===== config.mk =====
export PLATFORM = sky130hd
export DESIGN_NAME = cam_frame_ctrl
export DESIGN_NICKNAME = d
export VERILOG_FILES = /design/src/rtl/cam_frame_ctrl.sv
export SDC_FILE = /design/constraint.sdc
export NUM_CORES = 1
export LEC_CHECK = 0
export ABC_AREA = 1
export CELL_PAD_IN_SITES_DETAIL_PLACEMENT = 1
export CELL_PAD_IN_SITES_GLOBAL_PLACEMENT = 1
export CORE_MARGIN = 2
export CORE_UTILIZATION = 25
export CTS_BUF_LIST = sky130_fd_sc_hd__clkbuf_4
export DETAILED_ROUTE_END_ITERATION = 6
export HOLD_SLACK_MARGIN = 0.05
export PLACE_DENSITY = 0.48
export SETUP_SLACK_MARGIN = 0.15
export SLEW_MARGIN = 0
export SYNTH_ARGS = -nofsm -noshare
export SYNTH_HDL_FRONTEND = slang
export SYNTH_SLANG_ARGS = --single-unit

===== constraint.sdc =====
create_clock -name clk_i -period 4.8 [get_ports clk_i]
set_clock_uncertainty 0.1 [all_clocks]
set_input_delay 0.72 -clock clk_i [delete_from_list [all_inputs] [get_ports clk_i]]
set_output_delay 0.72 -clock clk_i [all_outputs]
set_load 0.01 [all_outputs]

===== src/rtl/cam_frame_ctrl.sv =====
// Frame-capture controller: waits for frame start, forwards N whole frames from a
// free-running raster camera through a small pixel FIFO, and flags overflow.
module cam_frame_ctrl #(
  parameter int IMG_WIDTH  = 640,
  parameter int IMG_HEIGHT = 480,
  parameter int DATA_WIDTH = 8,
  parameter int FIFO_DEPTH = 16,
  localparam int HW = $clog2(IMG_WIDTH),
  localparam int VW = $clog2(IMG_HEIGHT)
) (
  input  logic                  clk_i,
  input  logic                  n_rst_i,
  input  logic                  start_i,
  input  logic [7:0]            num_frames_i,
  input  logic                  abort_i,
  input  logic [HW-1:0]         cam_hcount_i,
  input  logic [VW-1:0]         cam_vcount_i,
  input  logic [DATA_WIDTH-1:0] cam_din_i,
  output logic [DATA_WIDTH-1:0] m_data_o,
  output logic                  m_valid_o,
  input  logic                  m_ready_i,
  output logic                  m_sof_o,
  output logic                  m_eol_o,
  output logic                  m_eof_o,
  output logic                  busy_o,
  output logic                  done_o,
  output logic                  overflow_o,
  output logic [7:0]            frames_done_o
);
  localparam int AW = $clog2(FIFO_DEPTH);
  localparam logic [AW:0] DEPTH_C = (AW+1)'(FIFO_DEPTH);

  typedef struct packed {
    logic                  eof;
    logic                  eol;
    logic                  sof;
    logic [DATA_WIDTH-1:0] data;
  } ent_t;

  typedef enum logic [1:0] {IDLE, WAIT_SOF, CAPTURE, DRAIN} state_t;

  state_t          state_q;
  ent_t            mem_q [FIFO_DEPTH];
  logic [AW-1:0]   wp_q, rp_q;
  logic [AW:0]     cnt_q, cnt_d;
  logic [7:0]      num_q, fd_q, fd_inc;
  logic            ovf_q, busy_q, done_q;
  logic            pix_sof, pix_eol, pix_eof;
  logic            rd, wr_req, wr_ok, wr_en;
  ent_t            head, wr_ent;

  assign pix_sof = (cam_hcount_i == '0) && (cam_vcount_i == '0);
  assign pix_eol = cam_hcount_i == HW'(IMG_WIDTH-1);
  assign pix_eof = pix_eol && (cam_vcount_i == VW'(IMG_HEIGHT-1));
  assign wr_ent  = '{eof: pix_eof, eol: pix_eol, sof: pix_sof, data: cam_din_i};

  // A full FIFO may still take a pixel when the head leaves in the same cycle.
  assign rd     = (cnt_q != '0) && m_ready_i;
  assign wr_ok  = (cnt_q < DEPTH_C) || rd;
  assign wr_req = !abort_i && ((state_q == WAIT_SOF && pix_sof) || state_q == CAPTURE);
  assign wr_en  = wr_req && wr_ok;
  assign fd_inc = fd_q + 8'd1;

  always_comb begin
    cnt_d = cnt_q;
    if (wr_en && !rd)      cnt_d = cnt_q + (AW+1)'(1);
    else if (!wr_en && rd) cnt_d = cnt_q - (AW+1)'(1);
  end

  always_ff @(posedge clk_i) begin
    if (wr_en) mem_q[wp_q] <= wr_ent;
  end

  always_ff @(posedge clk_i) begin
    if (!n_rst_i) begin
      wp_q  <= '0;
      rp_q  <= '0;
      cnt_q <= '0;
    end else begin
      if (wr_en) wp_q <= wp_q + AW'(1);
      if (rd)    rp_q <= rp_q + AW'(1);
      cnt_q <= cnt_d;
    end
  end

  always_ff @(posedge clk_i) begin
    if (!n_rst_i) begin
      state_q <= IDLE;
      num_q   <= '0;
      fd_q    <= '0;
      ovf_q   <= 1'b0;
      busy_q  <= 1'b0;
      done_q  <= 1'b0;
    end else begin
      done_q <= 1'b0;
      unique case (state_q)
        IDLE: if (start_i && num_frames_i != 8'd0) begin
          num_q   <= num_frames_i;
          fd_q    <= '0;
          ovf_q   <= 1'b0;
          busy_q  <= 1'b1;
          state_q <= WAIT_SOF;
        end
        WAIT_SOF, CAPTURE: begin
          if (abort_i) state_q <= DRAIN;
          else if (wr_req) begin
            // A dropped pixel ends the capture; the consumer sees a truncated frame.
            if (!wr_ok) begin
              ovf_q   <= 1'b1;
              state_q <= DRAIN;
            end else begin
              state_q <= CAPTURE;
              if (pix_eof) begin
                fd_q <= fd_inc;
                if (fd_inc == num_q) state_q <= DRAIN;
              end
            end
          end
        end
        DRAIN: if (cnt_q == '0) begin
          done_q  <= 1'b1;
          busy_q  <= 1'b0;
          state_q <= IDLE;
        end
        default: state_q <= IDLE;
      endcase
    end
  end

  assign head          = mem_q[rp_q];
  assign m_valid_o     = cnt_q != '0;
  assign m_data_o      = m_valid_o ? head.data : '0;
  assign m_sof_o       = m_valid_o & head.sof;
  assign m_eol_o       = m_valid_o & head.eol;
  assign m_eof_o       = m_valid_o & head.eof;
  assign busy_o        = busy_q;
  assign done_o        = done_q;
  assign overflow_o    = ovf_q;
  assign frames_done_o = fd_q;
endmodule


==> results.yml <==
run_status:
  status: "finished clean"
synth:
  synth_top_family_by_area: "simple AND/OR/NAND/NOR gates"
  synth_top_cell_by_area: "edfxtp_1"
  synth_area_um2: 9230
  postSynthCellCount: 856
  synth_ff_type: "edfxtp_1"
  synthSimpleGateAreaFrac_pct: 15.1
  synth_fa_ha_area_share_pct: 2.12
  synthTopCellsByArea: "edfxtp_1 (57%), dfxtp_1 (8.2%), nor2_1 (7.0%)"
  synth_compound_area_share_pct: 12.3
  synthArstFlopShare_pct: 0
  ys_ff_latch: 214
  yosys-top-cells-count: "edfxtp_1 (176), nor2_1 (171), o21ai_0 (106), nand2_1 (89), inv_1 (56)"
  synth_nets: 911
  synth_edf_count: 176
  yosys_warnings: 0
  synth-xor-area-share_pct: 0.475
  ys_seq_area_share_pct: 65.5
  avgSynthCellArea_um2: 10.8
  synth_cell_types: 37
  muxShareOfSynthArea_pct: 0
  yosysMostFrequentCell: "edfxtp_1"
  synth_top_area_share_pct: 57.3
clock_tree:
  clk_pin_slew_ps: 60
  clkSinkCount: 214
  ctsResizeCount: 0
  htreeDepth: 2
  holdBufCountCts: 0
  cts_made_buffers: 61
  clockBufferDepth: 3
  clockRootBuffer: "clkbuf_4"
  cts_tree: "yes"
  postCtsSetupBuffers: 0
  clkLatencyLatePin_ps: 750
layout:
  stdcell_area_um2: 11200
  syn_to_final_growth_pct: 21.9
  fillers: 4108
  finalNonFillerCells: 1485
  seq_area_um2: 6050
  fin_util_pct: 30.9
  drive_gt1_share_pct: 14.4
  fin_nets: 1021
  multi_input_area_um2: 2760
critical_path:
  cp_max_fo: 35
  worstPathCellList: "inv_2 > buf_12 > o21ai_0 > o221ai_1 > nand3_1 > a21oi_1 > clkdlybuf4s50_1"
  critPathCaptureType: "primary output"
  cp-start-kind: "flip-flop"
  crit_arrival_ps: 3320
  slowest_stage: "clkdlybuf4s50_1"
  cp.required_ps: 3980
  critPathMaxStageDelay_ps: 620
  worstSetupPathType: "reg2out"
power:
  fin_total_pwr_mw: 5.72
  peakVddDrop_mv: 0.195
  cellPowerDensity_nw_per_um2: 509
  p_leak_nw: 3.97
timing:
  final.setup.worst_slack_ps: 657
  holdWs_ps: 355
  fin_crit_sh_pct: 86.3
  slew_violations: 0
  rsz0062_at_grt: "no"
  tightestPinTransition_ps: 902
  hold_viol: 0
  max_slew_margin_pct: 39.8
  setup_violations: 0
  fin_crit_ps: 4140
  tns_ps: 0
  timing.fmax_mhz: 241
routing:
  wl_mm: 26.6
  vias: 6751
  first_iter_violations: 285
  drcViolationCount: 0
  dr.pass1.iters: 4
  post_drt_wl_per_cell_um: 17.9
  viasPerCell: 4.55
  ant_nets: 0
min_path:
  hp-class: "reg2reg"
job:
  drv_cap: 0
placed_design:
  gp_congestion: 0.731
  io_buffers: 62
  dpl.hpwl_mm: 16.4
  placed_area_um2: 10400
  dp_cells: 1371
  place_ws_ps: 879
floorplan:
  io_pins: 63
  dieWidth_um: 196
  row_count: 70
  start_util_pct: 25.3
  die_area_um2: 38500
  core-area_um2: 36400
  die_height_um: 196
global_route:
  first_global_vias: 7187
  antenna_found_initial: 2
  grt_pass1_wl_mm: 41.3
  grt_overflow_total: 0
  grt_max_degree: 89
  track_usage_pct: 14.1
registers in the layout, indices dropped and copies added, names as in the netlist, named ones only:
name and count:
busy_o 1, cnt_q 5, done_o 1, frames_done_o 8
mem_q 176, num_q 8, overflow_o 1, rp_q 4
state_q 2, wp_q 4
worst max-delay path: cells and delay by family (launching register included):
| kind | cells | cell delay, ps |
|---|---|---|
| buffers and inverters | 3 | 1380 |
| AOI/OAI and AO/OA | 3 | 730 |
| and+or+nand+nor | 1 | 120 |
| DFF | 1 | 340 |
where the power goes:
| part | switching (mW) | total (mW) | leakage [nW] | internal (mW) |
|---|---|---|---|---|
| combinational | 1.13 | 1.80 | 1.63 | 0.666 |
| sequential | 0.101 | 2.21 | 1.87 | 2.11 |
| clock | 0.796 | 1.71 | 0.475 | 0.912 |
layer usage:
layer / up-vias / global-route usage [%] / wire [um] / part of all wire [%]
li1: 3295 / - / - / -
met1: 3264 / 18.6 / 12700 / 48
met2: 136 / 22.2 / 11900 / 45
met3: 56 / 3.54 / 1260 / 4.7
met4: 0 / 5.70 / 776 / 2.9
met5: - / 0 / 0 / 0
cell type report:
cell class | count | area share [%]
flip-flops and latches | 214 | 53.8
multi-input cells | 543 | 24.5
repair buffers | 86 | 7.34
clock buffers | 97 | 6.48
well taps | 468 | 5.21
inverters | 60 | 2.00
clock inverters | 15 | 0.590
diodes | 2 | 0.0445
final timing paths:
| check | start | endpoint | slack, ps | cells after the start |
|---|---|---|---|---|
| setup / recovery | flip-flop | m_eof_o | 660 | 7 |
| hold / removal | overflow_o$_SDFFE_PN0P_ | overflow_o$_SDFFE_PN0P_ | 350 | 2 |
| setup reg to reg | state_q[1]$_SDFFE_PN0P_ | cnt_q[4]$_SDFFE_PN0P_ | 1810 | 16 |
| hold reg to reg | overflow_o$_SDFFE_PN0P_ | overflow_o$_SDFFE_PN0P_ | 350 | 2 |
cells by family after synthesis:
family | after synthesis
AND/OR/NAND/NOR | 328
flip-flops | 214
AO/OA/AOI/OAI | 195
buffers and inverters | 99
adder cells (fa/ha/maj) | 15
XOR/XNOR | 5
cell usage in the layout (no fill, tap or decap), drive strengths merged, types with 2 or more instances in the layout:
cell           instances
nor3                   3
xor2                   2
xnor2                  3
nor2                 177
clkinv                15
a211oi                 3
buf                   24
o22ai                 10
edfxtp               176
nand4                  9
clkbuf                97
ha                    14
clkdlybuf4s50         62
a21oi                 35
dfxtp                 38
inv                   60
diode                  2
nand3                 43
o221ai                34
o21ai                112
nand2                 94
Note: power is estimated with default switching activity, not from simulation.
